File: src/rtl/pico_mips_pkg.sv
// rtl/pico_mips_pkg.sv - shared types for the picoMIPS I/O sequencer
package pico_mips_pkg;

   typedef enum logic [1:0] {
      IDLE     = 2'd0,
      IN_WAIT  = 2'd1,
      IN_WB    = 2'd2,
      OUT_WAIT = 2'd3
   } io_state_t;

endpackage

File: src/rtl/wait_timer.sv
// rtl/wait_timer.sv - saturating handshake wait counter with expiry flag
module wait_timer #(
   parameter int TimeoutCycles = 0
) (
   input  logic clk,
   input  logic n_reset,
   input  logic clear,
   input  logic enable,
   output logic expired
);

   localparam int CW = (TimeoutCycles > 0) ? $clog2(TimeoutCycles + 1) : 1;
   localparam logic [CW-1:0] CNT_MAX = CW'(TimeoutCycles);

   logic [CW-1:0] count;

   // count waiting cycles, holding at the limit so the value never wraps
   always_ff @(posedge clk or negedge n_reset) begin
      if (!n_reset) begin
         count <= '0;
      end else if (clear) begin
         count <= '0;
      end else if (enable && (count != CNT_MAX)) begin
         count <= count + CW'(1);
      end
   end

   // expiry is flagged during the last allowed waiting cycle itself
   generate
      if (TimeoutCycles == 0) begin : g_no_timeout
         assign expired = 1'b0;
      end else begin : g_timeout
         assign expired = enable && (count >= CW'(TimeoutCycles - 1));
      end
   endgenerate

endmodule

File: src/rtl/io_controller.sv
// rtl/io_controller.sv - STIN/LOUT valid/ready sequencer with PC stall
module io_controller
   import pico_mips_pkg::*;
#(
   parameter int N             = 8,
   parameter int InBusSz       = 10,
   parameter int TimeoutCycles = 0
) (
   input  logic               clk,
   input  logic               n_reset,
   input  logic               read_in,
   input  logic               write_out,
   input  logic [InBusSz-1:0] in_bus,
   input  logic               in_valid,
   output logic               in_ack,
   input  logic [N-1:0]       out_data,
   output logic [N-1:0]       out_bus,
   output logic               out_valid,
   input  logic               out_ready,
   output logic [N-1:0]       in_data,
   output logic               stall,
   output logic               reg_write_en,
   output logic               timeout
);

   io_state_t state;
   logic      timer_clear;
   logic      timer_enable;
   logic      expired;

   assign timer_clear  = (state == IDLE);
   assign timer_enable = (state == IN_WAIT) || (state == OUT_WAIT);

   wait_timer #(
      .TimeoutCycles(TimeoutCycles)
   ) u_wait_timer (
      .clk    (clk),
      .n_reset(n_reset),
      .clear  (timer_clear),
      .enable (timer_enable),
      .expired(expired)
   );

   // stall/ack/write decode; in_valid deliberately never reaches these, so an
   // in_valid arriving in the expiring cycle loses to the timeout
   always_comb begin
      stall        = 1'b0;
      in_ack       = 1'b0;
      reg_write_en = 1'b0;
      unique case (state)
         IDLE:     stall = read_in | write_out;
         IN_WAIT:  stall = !expired;
         IN_WB: begin
            in_ack       = 1'b1;
            reg_write_en = 1'b1;
         end
         OUT_WAIT: stall = !out_ready && !expired;
         default:  stall = 1'b0;
      endcase
   end

   // transfer sequencing with registered data/valid/timeout outputs
   always_ff @(posedge clk or negedge n_reset) begin
      if (!n_reset) begin
         state     <= IDLE;
         out_bus   <= '0;
         out_valid <= 1'b0;
         in_data   <= '0;
         timeout   <= 1'b0;
      end else begin
         unique case (state)
            IDLE: begin
               if (read_in) begin
                  state <= IN_WAIT;
               end else if (write_out) begin
                  out_bus   <= out_data;
                  out_valid <= 1'b1;
                  state     <= OUT_WAIT;
               end
            end
            IN_WAIT: begin
               if (expired) begin
                  timeout <= 1'b1;
                  state   <= IDLE;
               end else if (in_valid) begin
                  in_data <= N'(in_bus);
                  state   <= IN_WB;
               end
            end
            IN_WB: state <= IDLE;
            OUT_WAIT: begin
               if (out_ready) begin
                  out_valid <= 1'b0;
                  state     <= IDLE;
               end else if (expired) begin
                  timeout   <= 1'b1;
                  out_valid <= 1'b0;
                  state     <= IDLE;
               end
            end
            default: state <= IDLE;
         endcase
      end
   end

endmodule

File: config.mk
export PLATFORM = sky130hd
export DESIGN_NAME = io_controller
export DESIGN_NICKNAME = d
export VERILOG_FILES = /design/src/rtl/pico_mips_pkg.sv /design/src/rtl/wait_timer.sv /design/src/rtl/io_controller.sv
export SDC_FILE = /design/constraint.sdc
export NUM_CORES = 1
export LEC_CHECK = 0
export BUFFER_PORTS_ARGS = -buffer_cell sky130_fd_sc_hd__buf_2
export CAP_MARGIN = 40
export CORE_UTILIZATION = 23
export CTS_BUF_LIST = sky130_fd_sc_hd__clkbuf_4 sky130_fd_sc_hd__clkbuf_8
export CTS_CLUSTER_SIZE = 14
export DETAILED_ROUTE_END_ITERATION = 8
export PLACE_DENSITY = 0.44
export SLEW_MARGIN = 20
export SYNTH_ARGS = -nofsm -noshare
export SYNTH_HDL_FRONTEND = slang
export SYNTH_SLANG_ARGS = --single-unit
File: constraint.sdc
create_clock -name clk -period 2.6 [get_ports clk]
set_input_delay 0.26 -clock clk [delete_from_list [all_inputs] [get_ports clk]]
set_output_delay 0.26 -clock clk [all_outputs]
set_load 0.005 [all_outputs]
==> metrics.txt, run 1 <==
status=completed; Syn Nets=slightly above 80; GRT Util Overall=a little under a tenth; CTS buffer count=3; vias=572; Max Slew Vio Count=0; max cap viols=0; CP endpoint kind=flop; Cell Area, Synth=around 790 sq um; wirelength, routed=roughly 1.5 mm; Seq/Total Area, Yosys=59.84%; IO Pins=45; first-pass GRT wire length=about 2.4 mm; starting density of the core=~25%; DR WL met2=775 um; met1 wire length=660 um; Synth Warn #=0; Yosys cell types=15; vias per cell=about 4; P_leak=between 0.5 and 0.6 nW; die footprint=0.003694 sq mm; hold buffer count at CTS=1; HP Class=primary input to flop; TritonRoute pass-1 iters=3; Detailed Route Iter0 Violations=8; fmax=~610 MHz; Fin Setup TNS=0 ps; H-tree Lvls=1; core area=around 0.0032 sq mm; maximum VDD drop=about 0.37 mV; post-synth top area share=around three fifths; clock latency on the worst-skew pair=290 ps; critical path arrival=1810 ps; Final Critical Period=~1600 ps; worst rel slew slack=a little under three fifths; most common cell after layout, fill and taps aside=buf_2; most frequent cells in the layout=buf_2 (41), dfrtp_1 (19), mux2_2 (16); Synth Register Bits=19; Max Used Layer=met4; CTS sink cnt=19; Setup crit start kind=flop; Worst Path Required=2780 ps; global route overflow=0; Syn Area/Cell=13.94 sq um; worst slew pin tran=around 630 ps; # DRC=0; die width=about 60 um; period utilisation layout=62.86%; largest area contributor in the netlist=dfrtp_1; DR WL/cell=10.57 um; Die Y=60.78 um; RSZ-0062 raised after global routing=false; Synth Instances=57; layout cell share with drive strength beyond 1=roughly 63%; Final WS setup=between 900 and 1000 ps; Pwr Density=roughly 1000 mW/mm^2; worst-case clock buffer depth=2; worst-path fanout max=10; # rows=20; setup violators final=0; critical path class=flop to flop; leading post-synthesis cells by cell area=dfrtp_1 (60%), mux2_2 (23%), nor4b_4 (3.0%); worst hold slack=roughly 190 ps; CTS clock-pin slew for the worst setup and hold paths=110 ps; Met3 Wirelength=approximately 47 um; Hold Vio Cnt, Final=0; pre-CTS WS=959.8 ps; initial antenna violation count=0; # diodes=0; IO buf count=41; post-CTS sizing=0; Synth-to-Final Area Change=33.54%; clk root buf=clkbuf_4; Final ANT Viol Nets=0; Layout Skew=around 11 ps; routability cong.=approximately 0.66; vias in the first global route=approximately 540; Setup Buffers After CTS=0; largest net degree at the start of global routing=20; Final #Nets=between 100 and 150; CTS tree=done
## critical path: stages, from the launching register on
cell and delay, ps:
dfrtp_1 490, nor4b_4 630, mux2_2 400
## path summary, 6_finish.rpt
check / start / endpoint / slack [ps] / cells after the start
max: state[0]$_DFFE_PN0P_ / out_bus[7]$_DFFE_PN0P_ / 970 / 2
min: in_bus[6] / in_data[6]$_DFFE_PN0P_ / 190 / 2
max reg2reg: state[0]$_DFFE_PN0P_ / out_bus[7]$_DFFE_PN0P_ / 970 / 2
min reg2reg: out_bus[0]$_DFFE_PN0P_ / out_bus[0]$_DFFE_PN0P_ / 510 / 1
max in group asynchronous: n_reset / out_bus[7]$_DFFE_PN0P_ / 1860 / 2
min in group asynchronous: n_reset / state[1]$_DFFE_PN0P_ / 430 / 2
## layout make-up
type	count	area [sq um]
fillers	338	2092
flip-flops and latches	19	475.5
multi-input cells	33	284.0
repair buffers	42	215.2
well taps	44	55.05
clock buffers	3	22.52
clock inverters	1	5.005
inverters	1	3.754
## cells by family (layout without fill, tap and decap cells)
kind of cell,Yosys count,in the layout,share of synthesized area [%]
mux,16,16,22.68
simple gates,10,10,8.505
other cells,1,1,0.4720
compound gates,6,6,4.094
flops,19,19,59.84
buf+inv,5,47,4.408
## cell usage after synthesis (all sizes together)
cell	number
a21oi	1
buf	3
clkbuf	1
conb	1
dfrtp	19
inv	1
mux2	16
nand2	3
nand2b	1
nor2	2
nor2b	3
nor4b	1
o21ai	4
o31ai	1
## per-stage QoR
stage	area, sq um	total power [W]	cells	utilization, %
floorplan	794.5	0.0007882	57	-
global placement	1023	0.0009539	138	32.46
detailed placement	1023	0.0009650	138	32.46
CTS	1061	0.001123	143	33.65
global route	1061	0.001187	143	33.65
finish	1061	0.001095	143	33.65
## flip-flops by register name (all words and copies together) (netlist names)
signal and count:
in_data 8, out_bus 8, out_valid 1, state 2
## power by group
group          switching (W)  internal (W)  total (W)  leakage (nW)
logic               0.000156      0.000256   0.000411         0.281
registers          0.0000938      0.000443   0.000537         0.223
clock network      0.0000900     0.0000571   0.000147        0.0177
total               0.000339      0.000755    0.00109         0.522
## per-layer routing
metal,GRT usage [%],up-vias
met2,14.44,16
met4,6.818,0
li1,-,277
met3,1.279,2
met5,0,-
met1,10.98,277
Note: power is estimated with default switching activity, not from simulation.
==> run 2: changes to the inputs <==
--- a/config.mk
+++ b/config.mk
@@ -11,7 +11,7 @@
 export CTS_BUF_LIST = sky130_fd_sc_hd__clkbuf_4 sky130_fd_sc_hd__clkbuf_8
 export CTS_CLUSTER_SIZE = 14
 export DETAILED_ROUTE_END_ITERATION = 8
-export PLACE_DENSITY = 0.44
+export PLACE_DENSITY = 0.46
 export SLEW_MARGIN = 20
 export SYNTH_ARGS = -nofsm -noshare
 export SYNTH_HDL_FRONTEND = slang
==> constraint.sdc (replaced) <==
create_clock -name clk -period 1.5 [get_ports clk]
set_input_delay 0.15 -clock clk [delete_from_list [all_inputs] [get_ports clk]]
set_output_delay 0.15 -clock clk [all_outputs]
set_load 0.005 [all_outputs]
==> metrics.txt, run 2 (same netlist as run 1, synthesis figures left out) <==
# rows=20 (unchanged); core area=0.003153 sq mm (unchanged); worst r2r src=state[1]$_DFFE_PN0P_ (was state[0]$_DFFE_PN0P_); clock latency on the worst-skew pair=290 ps (about the same); most frequent cells in the layout=buf_2 (41), dfrtp_1 (19), mux2_2 (16) (unchanged); post-DP HPWL=1.191 mm; global route overflow=0 (unchanged); fmax=726.1 MHz (was 611.9 MHz); Worst Hold Launch=out_data[1] (was in_bus[6]); P_leak=0.5332 nW (was 0.5218 nW); wirelength, routed=1.529 mm (was 1.511 mm); Critical R2R Capture=out_bus[7]$_DFFE_PN0P_ (unchanged); critical path arrival=1560 ps (was 1810 ps); worst hold slack=88.33 ps (was 185.6 ps); first-pass GRT wire length=2.387 mm (was 2.359 mm); Hold Path End=out_bus[1]$_DFFE_PN0P_ (was in_data[6]$_DFFE_PN0P_); maximum VDD drop=0.4960 mV (was 0.3748 mV); vias=608 (was 572); CP endpoint kind=flop (unchanged); IO Pins=45 (unchanged); routability cong.=0.6861 (was 0.6607); layout cell share with drive strength beyond 1=64.36% (was 62.63%); # diodes=0 (unchanged); cells on worst reg2reg path=3 (was 2); max cap viols=0 (unchanged); RSZ-0062 raised after global routing=false (unchanged); status=completed (unchanged); starting density of the core=25.20% (unchanged); worst-case clock buffer depth=2 (unchanged); # DRC=0 (unchanged); die width=60.78 um (unchanged); GRT Util Overall=9.001% (was 9.018%); largest net degree at the start of global routing=20 (unchanged); initial antenna violation count=0 (unchanged); IO buf count=41 (unchanged); vias in the first global route=555 (was 539); CTS sink cnt=19 (unchanged); Die Y=60.78 um (unchanged); DR WL/cell=10.54 um (was 10.57 um); most common cell after layout, fill and taps aside=buf_2 (unchanged); CTS clock-pin slew for the worst setup and hold paths=100 ps (was 110 ps); H-tree Lvls=1 (unchanged); clk root buf=clkbuf_4 (unchanged); TritonRoute pass-1 iters=4 (was 3); Fin Setup TNS=0 ps (unchanged); Max Slew Vio Count=0 (unchanged); worst hold stages=2 (unchanged); period utilisation layout=91.81% (was 62.86%); Final Critical Period=1377 ps (was 1634 ps); R2R Setup Slk=120 ps (was 970 ps); Pwr Density=1804 mW/mm^2 (was 1032 mW/mm^2); setup violators final=0 (unchanged); Final #Nets=126 (was 124); Layout Skew=3.005 ps (was 10.61 ps); vias per cell=4.193 (was 4.000); HP Class=primary input to flop (unchanged); worst-path fanout max=10 (unchanged); Synth-to-Final Area Change=36.06% (was 33.54%); die footprint=0.003694 sq mm (unchanged); critical path class=flop to flop (unchanged); CTS tree=done (unchanged); Setup crit start kind=flop (unchanged); biggest regs=in_data: 8 flops, out_bus: 8 flops, state: 2 flops (unchanged); Detailed Route Iter0 Violations=15 (was 8); Worst Path Required=1680 ps (was 2780 ps); Final ANT Viol Nets=0 (unchanged); Hold Vio Cnt, Final=0 (unchanged); CTS buffer count=3 (unchanged)
==> run 2: cell types whose count changed in the layout (fill, tap and decap cells not counted), sizes merged <==
cell	before	now
buf	41	43
clkbuf	3	4
clkinv	1	0
==> run 2: worst max path at each step <==
stage	slack (ps)	from	cells past startpoint	endpoint
after floorplan	30	state[0]$_DFFE_PN0P_	3	out_bus[0]$_DFFE_PN0P_
after global placement	130	state[1]$_DFFE_PN0P_	3	out_bus[3]$_DFFE_PN0P_
after detailed placement	100	state[1]$_DFFE_PN0P_	3	in_data[3]$_DFFE_PN0P_
after CTS	90	state[1]$_DFFE_PN0P_	3	in_data[6]$_DFFE_PN0P_
after global routing	50	state[1]$_DFFE_PN0P_	3	out_bus[3]$_DFFE_PN0P_
final	120	state[1]$_DFFE_PN0P_	3	out_bus[7]$_DFFE_PN0P_
==> run 2: area by class of cell <==
cell class / count / area [sq um]
tap: 44 / 55.05
sequential: 19 / 475.5
fill: 334 / 2072
inverter: 1 / 3.754
timing repair buffer: 44 / 230.2
clock buffer: 4 / 30.03
multi-input combinational: 33 / 286.5
==> run 2: through the flow <==
step | cells | worst slack, ps | area, sq um | total power, W | utilization (%)
final | 145 | 122.9 | 1081 | 0.001951 | 34.29
after global routing | 145 | 48.87 | 1081 | 0.002121 | 34.29
after CTS | 145 | 87.77 | 1079 | 0.001987 | 34.21
after detailed placement | 140 | 99.01 | 1039 | 0.001710 | 32.94
after global placement | 140 | 131.2 | 1039 | 0.001682 | 32.94
after floorplan | 57 | 34.41 | 794.5 | 0.001366 | -
==> run 2: critical path: stages, from the launching register on <==
cell	delay [ps]
dfrtp_1	480
nor4b_4	230
buf_4	220
mux2_2	350
==> run 2: power by group <==
| part | internal [W] | leakage [nW] | total, W | switching [W] |
|---|---|---|---|---|
| clock network | 0.000121 | 0.0184 | 0.000265 | 0.000143 |
| logic | 0.000468 | 0.292 | 0.000771 | 0.000303 |
| registers | 0.000768 | 0.223 | 0.000915 | 0.000147 |
==> run 2: per-layer routing <==
metal / global-route usage [%] / routed length, um
met5: 0 / 0
met4: 7.792 / 27
met3: 0.6397 / 66
met2: 14.60 / 793
met1: 10.81 / 642
==> run 2: timing repair <==
action | CTS | global route
buffers inserted | 0 | 0
hold endpoints to repair | 19 | 0
endpoints found under the setup margin | 0 | 4
hold buffers | 1 | 0
gates resized for setup | 0 | 1
